<file path="src/rtl/ex_mdu_ctrl.sv">
// Iterative multiply/divide controller for the EX stage.
// Unsigned shift-add multiply and restoring divide, one iteration per cycle,
// with pipeline stall, abort (flush) and a one-cycle done pulse.
module ex_mdu_ctrl #(
   parameter int unsigned WIDTH = 32
) (
   input  logic             clk,
   input  logic             reset,
   input  logic             i_start,
   input  logic [1:0]       i_op,
   input  logic [WIDTH-1:0] i_Op1,
   input  logic [WIDTH-1:0] i_Op2,
   input  logic             i_abort,
   output logic             o_stall,
   output logic             o_busy,
   output logic             o_done,
   output logic [WIDTH-1:0] o_result
);

   localparam int unsigned CNT_W  = 6;
   localparam int unsigned PROD_W = 2 * WIDTH;

   typedef enum logic [1:0] {
      ST_IDLE = 2'd0,
      ST_RUN  = 2'd1,
      ST_DONE = 2'd2
   } state_e;

   state_e             state_q, state_d;
   logic [CNT_W-1:0]   cnt_q, cnt_d;
   logic [1:0]         op_q, op_d;
   logic [WIDTH-1:0]   mcand_q, mcand_d;
   logic [PROD_W-1:0]  prod_q, prod_d;
   logic [WIDTH-1:0]   div_q, div_d;
   logic [WIDTH-1:0]   rem_q, rem_d;
   logic [WIDTH-1:0]   quo_q, quo_d;
   logic [WIDTH-1:0]   result_q, result_d;

   logic [WIDTH:0]     add_sum;
   logic [PROD_W-1:0]  prod_step;
   logic [WIDTH:0]     rem_sh;
   logic               rem_ge;
   logic [WIDTH-1:0]   rem_step;
   logic [WIDTH-1:0]   quo_step;
   logic               last_iter;

   // One iteration of each algorithm, computed from the current registers
   always_comb begin
      add_sum   = {1'b0, prod_q[PROD_W-1:WIDTH]} + (prod_q[0] ? {1'b0, mcand_q} : '0);
      prod_step = {add_sum, prod_q[WIDTH-1:1]};
      rem_sh    = {rem_q, quo_q[WIDTH-1]};
      rem_ge    = (rem_sh >= {1'b0, div_q});
      rem_step  = rem_ge ? WIDTH'(rem_sh - {1'b0, div_q}) : rem_sh[WIDTH-1:0];
      quo_step  = {quo_q[WIDTH-2:0], rem_ge};
      last_iter = (cnt_q == CNT_W'(WIDTH - 1));
   end

   // Next-state, datapath update and stall/busy/done outputs
   always_comb begin
      state_d  = state_q;
      cnt_d    = cnt_q;
      op_d     = op_q;
      mcand_d  = mcand_q;
      prod_d   = prod_q;
      div_d    = div_q;
      rem_d    = rem_q;
      quo_d    = quo_q;
      result_d = result_q;
      o_stall  = 1'b0;
      o_busy   = 1'b0;
      o_done   = 1'b0;

      case (state_q)
         ST_IDLE: begin
            if (i_start && !i_abort) begin
               state_d = ST_RUN;
               cnt_d   = '0;
               op_d    = i_op;
               mcand_d = i_Op1;
               prod_d  = {WIDTH'(0), i_Op2};
               div_d   = i_Op2;
               rem_d   = '0;
               quo_d   = i_Op1;
               o_stall = 1'b1;
            end
         end
         ST_RUN: begin
            o_busy = 1'b1;
            if (i_abort) begin
               // stale operands are never read again; the next accept reloads them
               state_d = ST_IDLE;
            end else begin
               o_stall = 1'b1;
               cnt_d   = cnt_q + CNT_W'(1);
               if (op_q[1]) begin
                  rem_d = rem_step;
                  quo_d = quo_step;
               end else begin
                  prod_d = prod_step;
               end
               if (last_iter) begin
                  state_d = ST_DONE;
                  case (op_q)
                     2'b00:   result_d = prod_step[WIDTH-1:0];
                     2'b01:   result_d = prod_step[PROD_W-1:WIDTH];
                     2'b10:   result_d = quo_step;
                     default: result_d = rem_step;
                  endcase
               end
            end
         end
         ST_DONE: begin
            o_busy  = 1'b1;
            o_done  = !i_abort;
            state_d = ST_IDLE;
         end
         default: begin
            state_d = ST_IDLE;
         end
      endcase

      if (reset) begin
         o_stall = 1'b0;
         o_busy  = 1'b0;
         o_done  = 1'b0;
      end
   end

   // State and datapath registers with synchronous reset
   always_ff @(posedge clk) begin
      if (reset) begin
         state_q  <= ST_IDLE;
         cnt_q    <= '0;
         op_q     <= '0;
         mcand_q  <= '0;
         prod_q   <= '0;
         div_q    <= '0;
         rem_q    <= '0;
         quo_q    <= '0;
         result_q <= '0;
      end else begin
         state_q  <= state_d;
         cnt_q    <= cnt_d;
         op_q     <= op_d;
         mcand_q  <= mcand_d;
         prod_q   <= prod_d;
         div_q    <= div_d;
         rem_q    <= rem_d;
         quo_q    <= quo_d;
         result_q <= result_d;
      end
   end

   assign o_result = result_q;

endmodule

</file>
<file path="config.mk">
export PLATFORM = sky130hd
export DESIGN_NAME = ex_mdu_ctrl
export DESIGN_NICKNAME = d
export VERILOG_FILES = /design/src/rtl/ex_mdu_ctrl.sv
export SDC_FILE = /design/constraint.sdc
export NUM_CORES = 1
export LEC_CHECK = 0
export CAP_MARGIN = 20
export CELL_PAD_IN_SITES_DETAIL_PLACEMENT = 2
export CELL_PAD_IN_SITES_GLOBAL_PLACEMENT = 2
export CORE_UTILIZATION = 36
export CTS_BUF_LIST = sky130_fd_sc_hd__clkbuf_8 sky130_fd_sc_hd__clkbuf_16
export CTS_CLUSTER_DIAMETER = 100
export DETAILED_ROUTE_END_ITERATION = 10
export PLACE_DENSITY_LB_ADDON = 0.15
export SETUP_SLACK_MARGIN = 0.3
export SLEW_MARGIN = 20
export SYNTH_ARGS = -nofsm -noshare
export SYNTH_HDL_FRONTEND = slang
export SYNTH_SLANG_ARGS = --single-unit
export TNS_END_PERCENT = 1
</file>
<file path="constraint.sdc">
create_clock -name clk -period 3.65 [get_ports clk]
set_input_delay 0.365 -clock clk [delete_from_list [all_inputs] [get_ports clk]]
set_output_delay 0.365 -clock clk [all_outputs]
set_load 0.05 [all_outputs]
</file>
# == Word level (Yosys, flattened, before mapping) ==
# Cells that the tools add are included.
# totals
reg_bits,234
inputBits,70
# op_classes
n_addsub,3
n_lt_le_gt_ge,1
eq_ne,10
n_mux,30
bitwise,1
n_reduce_logical,12
# op_table
cell,count
2-to-1 mux 32 bit,8
2-to-1 mux 64 bit,3
case mux 32 bit (2 select lines),2
case mux 64 bit (2 select lines),1
case mux 32 bit (3 select lines),1
adder 32 x 32 -> 33 bit,1
>= comparator 33 x 32 -> 1 bit,1
subtractor 32 bit,1
2-to-1 mux 6 bit,2
case mux 6 bit (2 select lines),1
"inequality test 2 bit, second input constant",4
AND reduction 4 bit,2
2-to-1 mux 1 bit,7
"adder 6 x 1 -> 6 bit, second input constant",1
"== test 6 x 5 -> 1 bit, second input constant",1
2-to-1 mux 2 bit,3
AND reduction 3 bit,2
"== test 2 x 1 -> 1 bit, second input constant",2
"== test 2 bit, second input constant",2
logical NOT 2 bit,2
case mux 2 bit (2 select lines),1
AND reduction 2 bit,2
"inequality test 3 bit, second input constant",1
case mux 1 bit (2 select lines),1
5 further kinds,5

# == Longest topological paths before layout ==
# Gate-level depths: netlist of run 1.
# logic_depth
ltp_word,5
ltp_mapped,15
ltp_nobuf,13

# == Worst setup path after synthesis of run 1 ==
# No wires, ideal clock.
# synth_timing
path_kind,reg-to-reg
startpoint,reg prod_q[0]
endpoint,reg result_q[26] (netlist: o_result[26])
t_arrival_ps,3195
required_ps,3533
setup_slack_ps,338
stages_incl_launch_ff,14
n_path_buf,1
period_less_slack_ps,3312
cell_sequence,dfxtp_1 -> clkbuf_1 -> nand2_1 -> inv_1 -> ha_1 -> a211oi_1 -> o211ai_1 -> a21bo_2 -> o311a_1 -> o21ai_0 -> o21ai_0 -> xnor2_1 -> mux4_2 -> a22o_1
# synth_via
elab_chain_len,3
# synth_rtl
element,line,source
start: declaration,33,"logic [PROD_W-1:0] prod_q, prod_d;"
start signal: assignment,146,prod_q <= prod_d;
2-to-1 mux 32 bit,49,"add_sum = {1'b0, prod_q[PROD_W-1:WIDTH]} + (prod_q[0] ? {1'b0, mcand_q} : '0);"
adder 32 x 32 -> 33 bit,49,
case mux 32 bit (3 select lines),103,case (op_q)
end signal: assignment,150,result_q <= result_d;
end: declaration,37,"logic [WIDTH-1:0] result_q, result_d;"
# Every way passes these cells.
# A chain may end at the register's enable or synchronous reset.

# == Worst setup path in the final report of run 1 ==
# layout_timing
startpoint,reg quo_q[31]
endpoint,reg result_q[18] (netlist: o_result[18])
# layout_via
elab_chain_len,3
word_cells_on_any_way,4
# layout_rtl
element,line,source
start: declaration,36,"logic [WIDTH-1:0] quo_q, quo_d;"
start signal: assignment,149,quo_q <= quo_d;
subtractor 32 bit / >= comparator 33 x 32 -> 1 bit (equally long branches),"53, 52",
2-to-1 mux 32 bit (*),53,"rem_step = rem_ge ? WIDTH'(rem_sh - {1'b0, div_q}) : rem_sh[WIDTH-1:0];"
case mux 32 bit (3 select lines) (*),103,
# Mark *: on every way between the ends. The rest lies on a longest branch, timed or not.

==> results.md, run 1 <==
- Crit path arrival time: 3.84 ns
- Die Span Y: 196 um
- Finished Cell Area: 0.0167 mm2
- I/O Pins: 105
- Post-synth cell types: 72
- Detail Route Antenna Nets: 0
- Most common cell after layout, fill and taps aside: dfxtp_1
- Setup TNS: 0 ns
- Sequential-to-total area share from yosys stat: 0.347
- Final Skew: 0.0107 ns
- Final Cycle Share: 0.924
- Final hold slack: 0.305 ns
- Detail Placement HPWL: 40000 um
- CP endpoint kind: flop
- Worst vdd ir: 0.325 mV
- Die ar.: 0.0383 mm2
- Post-Syn Area per Cell: 8.20 um2
- Asr flop ratio synth: 0
- Final setup violation count: 0
- Most frequent cells in the layout: dfxtp_1 (225), nand2_1 (212), nor2_1 (180)
- Sequential Area: 0.00470 mm2
- Startpoint types: flop
- Layout cells sized above 1: 0.131
- Vias in the first global route: 13700
- Inserted Clock Buffers: 29
- CTS H-tree depth: 1
- CTS Sinks: 234
- Met3 wire length: 1860 um
- RSZ-0062 raised after global routing: yes
- Cells after Synth: 1646
- GRT overflow: 0
- Slowest CP cell: mux4_2
- Final wirelength: 53800 um
- Clock power frac: 0.428
- Hold WC Path Type: in2reg
- # hold bufs at CTS: 0
- Area Growth Syn to Fin: 23.4%
- Count of final max-slew check failures: 0
- Wire length on met2: 25100 um
- # rows: 70
- Logic pwr share: 0.177
- Starting Density: 0.367
- Total track usage: 0.278
- Syn Std Cell Area: 0.0135 mm2
- Setup WS pre-CTS: 0.111 ns
- DR vias: 13000
- Gpl congestion: 0.889
- WS Path Type: reg2reg
- Antenna cells: 0
- CP required: 4.12 ns
- I/O Buffers: 104
- MaxCap Viol Count: 0
- CTS root buf: clkbuf_16
- Die X: 196 um
- Leak Pwr: 6.35 nW
- Pint: 0.00492 W
- Skew-Pair Late Insertion Delay: 0.57 ns
- Final Hold Viols: 0
- Vias/cell: 5.80
- Yosys reg bits: 234
- Tmin final: 3.37 ns
- Placed cell area: 0.0152 mm2
- Final Total Pwr: 0.00696 W
- Syn nets: 1786
- Final Worst Setup Slack: 0.279 ns
- NetSw: 0.00204 W
- Drt wl/cell: 24.1 um
- First-pass GRT wire length: 82700 um
- Switching share of power: 0.294
- Pwr per Cell Area: 418 mW/mm2
- Number of enable flip-flop cells after synthesis: 0
- Peak Freq: 0.297 GHz
- Drt drc: 0
- Top routing layer in use: met4
- Largest net degree at the start of global routing: 90
- CTS tree: yes
- Router iterations before antenna repair: 5
- CORE AREA: 0.0368 mm2
- Ys flop type: dfxtp_1
- Status: completed
- Sequential share of power: 0.395
- Worst rel slew slack: 0.486
- Metal-1 WL: 25500 um
- CP peak stage delay: 0.47 ns
- CP cell instances: inv_1 -> ha_4 -> inv_2 -> fa_2 -> a21o_1 -> a221oi_2 -> or4_4 -> o211ai_1 -> buf_4 -> xor2_1 -> mux2_4 -> mux4_2 -> a22o_1
- Clk buf depth: 3
- Clock transition at path regs: 0.06 ns
- Footprint of the multi-input gates: 0.00857 mm2
- Nets: 1885
- Yosys Warn Count: 0
- Antenna violations before repair: 0
- Worst-margin pin slew: 0.772 ns
- Number of DRC markers in iteration 0: 580
- Layout fillers: 4130
- Crit-path max FO: 5
[sequential cells by signal (all words and copies together), names as in the netlist]
| name | flops |
|---|---|
| cnt_q | 6 |
| div_q | 32 |
| mcand_q | 32 |
| o_result | 32 |
| op_q | 2 |
| prod_q | 64 |
| quo_q | 32 |
| rem_q | 32 |
| state_q | 2 |
[metrics by stage]
stage          utilization  instances
6_report             0.453       2236
5_1_grt              0.453       2236
4_1_cts              0.445       2230
3_5_place_dp         0.413       2167
3_3_place_gp         0.413       2167
2_1_floorplan            -       1646
[layout make-up]
type,instances,share of cell area
Inverter,58,0.0131
Clock inverter,17,0.00871
Sequential cell,234,0.282
Timing Repair Buffer,171,0.0968
Clock buffer,37,0.0502
Multi-Input combinational cell,1251,0.514
Tap cell,468,0.0351
[power groups by stage]
stage / clock, W / sequential, W / combinational (W)
2_1_floorplan: 0 / 0.00275 / 0.000698
3_3_place_gp: 0 / 0.00280 / 0.00108
3_5_place_dp: 0 / 0.00280 / 0.00111
4_1_cts: 0.00304 / 0.00274 / 0.00118
5_1_grt: 0.00313 / 0.00276 / 0.00132
6_report: 0.00298 / 0.00275 / 0.00123
[path summary, 6_finish.rpt]
check                           start                         to  slack (ns)  depth (start not counted)
min                             reset      rem_q[9]$_SDFFE_PP0P_        0.31                          2
max            quo_q[31]$_SDFFE_PP0P_  o_result[18]$_SDFFE_PP0P_        0.28                         13
max reg2reg    quo_q[31]$_SDFFE_PP0P_  o_result[18]$_SDFFE_PP0P_        0.28                         13
min reg2reg  mcand_q[18]$_SDFFE_PP0P_   mcand_q[18]$_SDFFE_PP0P_        0.45                          2
[metal layers]
metal	track usage	up-vias
li1	-	6103
met1	0.384	6566
met2	0.462	223
met3	0.0282	66
met4	0.0738	0
met5	0	-
[what timing repair did]
| action | in CTS | in global routing |
|---|---|---|
| gates cloned | 2 | 0 |
| pin swaps | 8 | 24 |
| endpoints found under the setup margin | 33 | 45 |
| resized for setup | 17 | 62 |
| setup buffers | 7 | 6 |
[logic make-up after synthesis]
family | after synthesis | synth area share
fa+ha+maj | 70 | 0.0660
simple gates | 534 | 0.173
compound gates | 470 | 0.229
xor+xnor | 59 | 0.0383
flops | 234 | 0.347
mux | 118 | 0.100
buf+inv | 161 | 0.0462
[Yosys cell counts, drive strengths merged, types with 5 or more instances]
library cell | n | area share
nand3 | 15 | 0.0056
inv | 57 | 0.016
o22ai | 7 | 0.0032
a21oi | 139 | 0.052
o211ai | 12 | 0.0067
o21bai | 5 | 0.0028
nand4 | 16 | 0.0074
and2 | 35 | 0.016
mux2i | 83 | 0.062
a21o | 29 | 0.016
or3 | 7 | 0.0032
ha | 68 | 0.063
o21a | 5 | 0.0028
nor3 | 22 | 0.0082
buf | 12 | 0.0048
o21ai | 67 | 0.025
nand2 | 213 | 0.059
a22o | 9 | 0.0058
a211o | 6 | 0.0039
and4 | 5 | 0.0032
nor2 | 184 | 0.051
mux2 | 26 | 0.024
a21boi | 5 | 0.0028
xnor2 | 36 | 0.023
dfxtp | 234 | 0.35
a32o | 5 | 0.0037
nor2b | 6 | 0.0028
mux4 | 9 | 0.015
o221ai | 5 | 0.0032
a211oi | 76 | 0.042
and3 | 7 | 0.0032
clkbuf | 91 | 0.025
xor2 | 23 | 0.015
a221oi | 6 | 0.0039
a31oi | 14 | 0.0065
a22oi | 46 | 0.026
[worst max-delay path: cells and delay by family (launching register included)]
family / cells / cell delay (ns)
flops: 1 / 0.33
compound gates: 4 / 0.94
fa+ha+maj: 2 / 0.54
xor+xnor: 1 / 0.14
mux: 2 / 0.77
simple gates: 1 / 0.19
buf+inv: 3 / 0.37
No activity file was read; power rests on OpenSTA's default activity.
==> run 2: changes to the inputs <==
--- a/config.mk
+++ b/config.mk
@@ -12,7 +12,9 @@
 export CTS_BUF_LIST = sky130_fd_sc_hd__clkbuf_8 sky130_fd_sc_hd__clkbuf_16
 export CTS_CLUSTER_DIAMETER = 100
 export DETAILED_ROUTE_END_ITERATION = 10
+export MAX_ROUTING_LAYER = met4
 export PLACE_DENSITY_LB_ADDON = 0.15
+export REMOVE_ABC_BUFFERS = 1
 export SETUP_SLACK_MARGIN = 0.3
 export SLEW_MARGIN = 20
 export SYNTH_ARGS = -nofsm -noshare
==> constraint.sdc (replaced) <==
create_clock -name clk -period 3.3 [get_ports clk]
set_input_delay 0.33 -clock clk [delete_from_list [all_inputs] [get_ports clk]]
set_output_delay 0.33 -clock clk [all_outputs]
set_load 0.05 [all_outputs]
==> results.md, run 2 (synthesis results as in run 1) <==
- Final Cycle Share: 0.989 (+0.0657)
- CTS Sinks: 234 (unchanged)
- CP endpoint: o_result[26]$_SDFFE_PP0P_
- Leak Pwr: 6.86 nW (+8.0%)
- Clock transition at path regs: 0.06 ns (about the same)
- Reg-to-reg critical path endpoint: o_result[26]$_SDFFE_PP0P_
- Drt drc: 0 (unchanged)
- CTS tree: yes
- Final Skew: 0.0167 ns (+0.00599 ns)
- Nets: 1963 (+4.1%)
- Most frequent cells in the layout: dfxtp_1 (227), nand2_1 (212), nor2_1 (177)
- MaxCap Viol Count: 0 (unchanged)
- WS Path Type: reg2reg
- Final wirelength: 59100 um (+9.9%)
- Final setup violation count: 0 (unchanged)
- Skew-Pair Late Insertion Delay: 0.58 ns (about the same)
- Clock power frac: 0.415 (-0.013)
- Crit path arrival time: 3.73 ns (-0.11 ns)
- Worst Reg-to-Reg Cells: 12 (-1)
- Worst vdd ir: 0.387 mV (+19%)
- Final Hold Viols: 0 (unchanged)
- Setup TNS: 0 ns (unchanged)
- Die X: 196 um (unchanged)
- RSZ-0062 raised after global routing: yes
- I/O Pins: 105 (unchanged)
- Logic pwr share: 0.192 (+0.015)
- Hold WC Path Type: in2reg
- Min-Delay Path Depth: 2 (unchanged)
- Detail Route Antenna Nets: 0 (unchanged)
- Die ar.: 0.0383 mm2 (unchanged)
- I/O Buffers: 104 (unchanged)
- Peak Freq: 0.306 GHz (+3.3%)
- Final Worst Setup Slack: 0.0351 ns (-0.243 ns)
- Final Total Pwr: 0.00773 W (+11%)
- Worst rel slew slack: 0.238 (-0.248)
- Tmin final: 3.26 ns (-0.107 ns)
- Layout fillers: 3979 (-3.7%)
- Router iterations before antenna repair: 5 (unchanged)
- Layout cells sized above 1: 0.203 (+0.0721)
- Number of DRC markers in iteration 0: 759 (+31%)
- Setup WS pre-CTS: -0.164 ns (-0.276 ns)
- Largest register FFs: 64 (unchanged)
- Final hold slack: 0.234 ns (-0.0716 ns)
- Pint: 0.00543 W (+10%)
- Drt wl/cell: 25.6 um (+6.3%)
- # rows: 70 (unchanged)
- Starting Density: 0.367 (unchanged)
- Vias in the first global route: 14500 (+6.1%)
- Total track usage: 0.301 (+0.0230)
- DR vias: 13600 (+4.6%)
- Worst-margin pin slew: 1.14 ns (+0.368 ns)
- First-pass GRT wire length: 86500 um (+4.6%)
- Vias/cell: 5.86 (+1.1%)
- Status: completed
- Antenna cells: 0 (unchanged)
- Count of final max-slew check failures: 0 (unchanged)
- Inserted Clock Buffers: 29 (unchanged)
- Die Span Y: 196 um (unchanged)
- Pwr per Cell Area: 434 mW/mm2 (+4.0%)
- Clk buf depth: 3 (unchanged)
- R2R Setup Slk: 0.04 ns (-0.24 ns)
- CORE AREA: 0.0368 mm2 (unchanged)
- Sequential share of power: 0.394 (about the same)
- Most common cell after layout, fill and taps aside: dfxtp_1
- GRT overflow: 0 (unchanged)
- RR Startpoint: div_q[13]$_SDFFE_PP0P_
- Crit-path max FO: 6 (+1)
- Critical Path Start: div_q[13]$_SDFFE_PP0P_
- Switching share of power: 0.298 (+0.00469)
- Antenna violations before repair: 0 (unchanged)
- CP required: 3.77 ns (-0.35 ns)
- CTS root buf: clkbuf_16
- Most flops, register: prod_q
- Detail Placement HPWL: 41400 um (+3.7%)
- NetSw: 0.00231 W (+13%)
- Core Util, Final: 0.484 (+0.0313)
- Startpoint types: flop
- Largest net degree at the start of global routing: 75 (-17%)
- CP endpoint kind: flop
- Gpl congestion: 0.935 (+5.2%)
- CTS H-tree depth: 1 (unchanged)
- Area Growth Syn to Fin: 31.9%
## run 2: changes by cell type in the layout (fill, tap and decap cells not counted), moves of 7 or more
cell and delta:
and2_1 -7, and2_4 +7, buf_4 +64, buf_6 +9, ha_4 +7, mux2_2 -8
mux2_4 +8, o21ai_0 -11, o21ai_1 +8, xnor2_1 -8, xnor2_2 +8
## run 2: worst min path at each step
| stage | start | to |
|---|---|---|
| global placement | mcand_q[16]$_SDFFE_PP0P_ | mcand_q[16]$_SDFFE_PP0P_ |
| CTS | reset | rem_q[17]$_SDFFE_PP0P_ |
| global route | reset | rem_q[14]$_SDFFE_PP0P_ |
| detailed placement | mcand_q[13]$_SDFFE_PP0P_ | mcand_q[13]$_SDFFE_PP0P_ |
| finish | reset | rem_q[17]$_SDFFE_PP0P_ |
| floorplan | reset | cnt_q[1]$_SDFFE_PP0P_ |
## run 2: stage by stage
| step | area [um2] | cells |
|---|---|---|
| 2_1_floorplan | 13100 | 1543 |
| 3_3_place_gp | 15800 | 2243 |
| 3_5_place_dp | 15800 | 2243 |
| 4_1_cts | 17000 | 2298 |
| 5_1_grt | 17800 | 2313 |
| 6_report | 17800 | 2313 |
## run 2: per-layer routing
metal	vias up	share of wire	routed length [um]	GRT usage
met1	6967	0.45	26600	0.382
met5	-	0	0	-
met4	0	0.028	1670	0.0842
met3	97	0.034	2030	0.0368
met2	230	0.49	28800	0.503
li1	6262	-	-	-
## run 2: final cells by class
class / count / area [um2] / area share
Tap cell: 468 / 586 / 0.0329
Timing Repair Buffer: 249 / 2280 / 0.128
Clock inverter: 16 / 116 / 0.00653
Sequential cell: 234 / 4700 / 0.264
Multi-Input combinational cell: 1251 / 9080 / 0.510
Inverter: 58 / 218 / 0.0122
Clock buffer: 37 / 836 / 0.0469
## run 2: power groups by stage
stage / Combinational [W] / Clock (W) / Sequential (W)
after detailed placement: 0.00131 / 0 / 0.00310
after global routing: 0.00158 / 0.00338 / 0.00305
final: 0.00148 / 0.00321 / 0.00304
after global placement: 0.00126 / 0 / 0.00309
after floorplan: 0.000720 / 0 / 0.00305
after CTS: 0.00135 / 0.00326 / 0.00304
## run 2: repair_timing
| action | 4_1_cts | 5_1_grt |
|---|---|---|
| hold buffers | 0 | 0 |
| gates cloned | 0 | 2 |
| pin swaps | 14 | 82 |
| buffers inserted | 2 | 13 |
| setup endpoints to repair | 59 | 79 |
| resized for setup | 38 | 147 |
## run 2: critical path: stages (launching register included)
cell      delay (ns)
dfxtp_1         0.37
inv_1           0.06
ha_2            0.40
o21a_1          0.20
nor2_1          0.09
or4_4           0.44
buf_6           0.13
o211ai_1        0.21
a21oi_1         0.13
xnor2_1         0.16
mux2_4          0.29
mux4_2          0.47
a22o_1          0.19
==> run 3: changes to the inputs <==
==> constraint.sdc (replaced) <==
create_clock -name clk -period 3.3 [get_ports clk]
set_input_delay 0.33 -clock clk [delete_from_list [all_inputs] [get_ports clk]]
set_output_delay 0.33 -clock clk [all_outputs]
set_load 0.01 [all_outputs]
==> results.md, run 3 (synthesis results as in run 1) <==
- WS Path Type: reg2reg
- Largest register FFs: 64 (unchanged)
- Status: complete, but fails checks
- Critical Path Start: div_q[1]$_SDFFE_PP0P_
- Worst Reg-to-Reg Cells: 12 (unchanged)
- DR vias: 13500 (-0.066%)
- Worst-margin pin slew: 1.13 ns (-0.00809 ns)
- Leak Pwr: 6.81 nW (-0.76%)
- Core Util, Final: 0.479 (-0.00541)
- Starting Density: 0.367 (unchanged)
- Die X: 196 um (unchanged)
- CP required: 3.75 ns (-0.02 ns)
- RR Startpoint: div_q[1]$_SDFFE_PP0P_
- CTS H-tree depth: 1 (unchanged)
- Footprint of the multi-input gates: 0.00901 mm2 (-0.81%)
- Crit path arrival time: 3.77 ns (+0.04 ns)
- Layout cells sized above 1: 0.195 (-0.00736)
- Inserted Clock Buffers: 29 (unchanged)
- Sequential Area: 0.00470 mm2 (about the same)
- Clk buf depth: 3 (unchanged)
- Placed cell area: 0.0158 mm2 (unchanged)
- Die Span Y: 196 um (unchanged)
- Setup TNS: -0.0376 ns (-0.0376 ns)
- CTS root buf: clkbuf_16
- Most flops, register: prod_q
- Gpl congestion: 0.923 (-1.3%)
- Router iterations before antenna repair: 5 (unchanged)
- Drt drc: 0 (unchanged)
- Peak Freq: 0.301 GHz (-1.6%)
- Total track usage: 0.301 (about the same)
- Worst rel slew slack: 0.243 (+0.00541)
- Number of DRC markers in iteration 0: 686 (-9.6%)
- Detail Placement HPWL: 41500 um (about the same)
- Antenna cells: 0 (unchanged)
- Worst vdd ir: 0.378 mV (-2.4%)
- Nets: 1969 (+0.31%)
- Startpoint types: flop
- Count of final max-slew check failures: 0 (unchanged)
- Final Worst Setup Slack: -0.0172 ns (-0.0523 ns)
- CTS Sinks: 234 (unchanged)
- Final setup violation count: 3 (+3)
- Hold WC Path Type: in2reg
- RSZ-0062 raised after global routing: yes
- Final Cycle Share: 1.01 (+0.0158)
- Setup WS pre-CTS: -0.255 ns (-0.0906 ns)
- First-pass GRT wire length: 86600 um (about the same)
- Most frequent cells in the layout: dfxtp_1 (226), nand2_1 (212), nor2_1 (179)
- Failing checks: setup timing
- HP Start: reset
- Clock transition at path regs: 0.06 ns (about the same)
- Final wirelength: 57900 um (-2.1%)
- Vias in the first global route: 14500 (-0.52%)
- CORE AREA: 0.0368 mm2 (unchanged)
- CP endpoint kind: flop
- Die ar.: 0.0383 mm2 (unchanged)
- Min-Delay Path Depth: 2 (unchanged)
- Crit-path max FO: 11 (+5)
- Final Total Pwr: 0.00746 W (-3.6%)
- Final Hold Viols: 0 (unchanged)
- # rows: 70 (unchanged)
- Finished Cell Area: 0.0176 mm2 (-1.1%)
- I/O Pins: 105 (unchanged)
- Drt wl/cell: 25.0 um (-2.2%)
- Antenna violations before repair: 0 (unchanged)
- Area Growth Syn to Fin: 30.5%
- Pwr per Cell Area: 423 mW/mm2 (-2.5%)
- GRT overflow: 0 (unchanged)
- Most common cell after layout, fill and taps aside: dfxtp_1
- Skew-Pair Late Insertion Delay: 0.57 ns (about the same)
- Final Skew: 0.0131 ns (-0.00366 ns)
- MaxCap Viol Count: 0 (unchanged)
- CTS tree: yes
- Largest net degree at the start of global routing: 68 (-9.3%)
- Vias/cell: 5.85 (-0.20%)
- Tmin final: 3.32 ns (+0.0523 ns)
- Layout fillers: 4025 (+1.2%)
- I/O Buffers: 104 (unchanged)
- Detail Route Antenna Nets: 0 (unchanged)
==> run 3: worst paths after layout <==
| kind | end | slack, ns |
|---|---|---|
| hold / removal | rem_q[17]$_SDFFE_PP0P_ | 0.23 |
| setup reg to reg | o_result[2]$_SDFFE_PP0P_ | -0.02 |
| hold reg to reg | mcand_q[14]$_SDFFE_PP0P_ | 0.45 |
| setup / recovery | o_result[2]$_SDFFE_PP0P_ | -0.02 |
==> run 3: report_power, final <==
group / leakage (nW) / switching [W] / internal [W]
Combinational: 4.43 / 0.000824 / 0.000615
Clock: 0.464 / 0.00131 / 0.00166
Sequential: 1.91 / 0.000110 / 0.00293
Total: 6.81 / 0.00225 / 0.00521
==> run 3: critical path, cell delays in order, from the launching register on <==
cell and delay [ns]:
dfxtp_1 0.34, inv_1 0.09, ha_1 0.32, nor2b_2 0.24
o2111ai_1 0.18, a21oi_2 0.21, and4bb_1 0.25, nor2_2 0.19
a21bo_4 0.20, buf_12 0.17, mux2_4 0.32, mux4_2 0.48
a22o_1 0.22
==> run 3: stage by stage <==
stage | cells | hold slack [ns]
2_1_floorplan | 1543 | 0.399
3_5_place_dp | 2246 | 0.445
6_report | 2316 | 0.228
3_3_place_gp | 2246 | 0.439
4_1_cts | 2302 | 0.202
5_1_grt | 2316 | 0.231
==> run 3: timing repair <==
item,in CTS,in global routing
endpoints found under the setup margin,68,76
pin swaps,33,65
buffers inserted,6,14
hold buffers,0,0
gates resized for setup,73,95
gates cloned,0,0
==> run 3: cell type report <==
cell class,count,share of cell area
clock buffers,33,0.0443
clock inverters,17,0.00419
inverters,58,0.0124
multi-input cells,1251,0.511
flip-flops and latches,234,0.267
well taps,468,0.0332
repair buffers,255,0.128
==> run 3: per-layer routing <==
layer / track usage / vias up / wire, um
met5: - / - / 0
met4: 0.0657 / 0 / 1230
met3: 0.0337 / 78 / 2070
met2: 0.498 / 256 / 28000
met1: 0.395 / 6946 / 26600
li1: - / 6267 / -
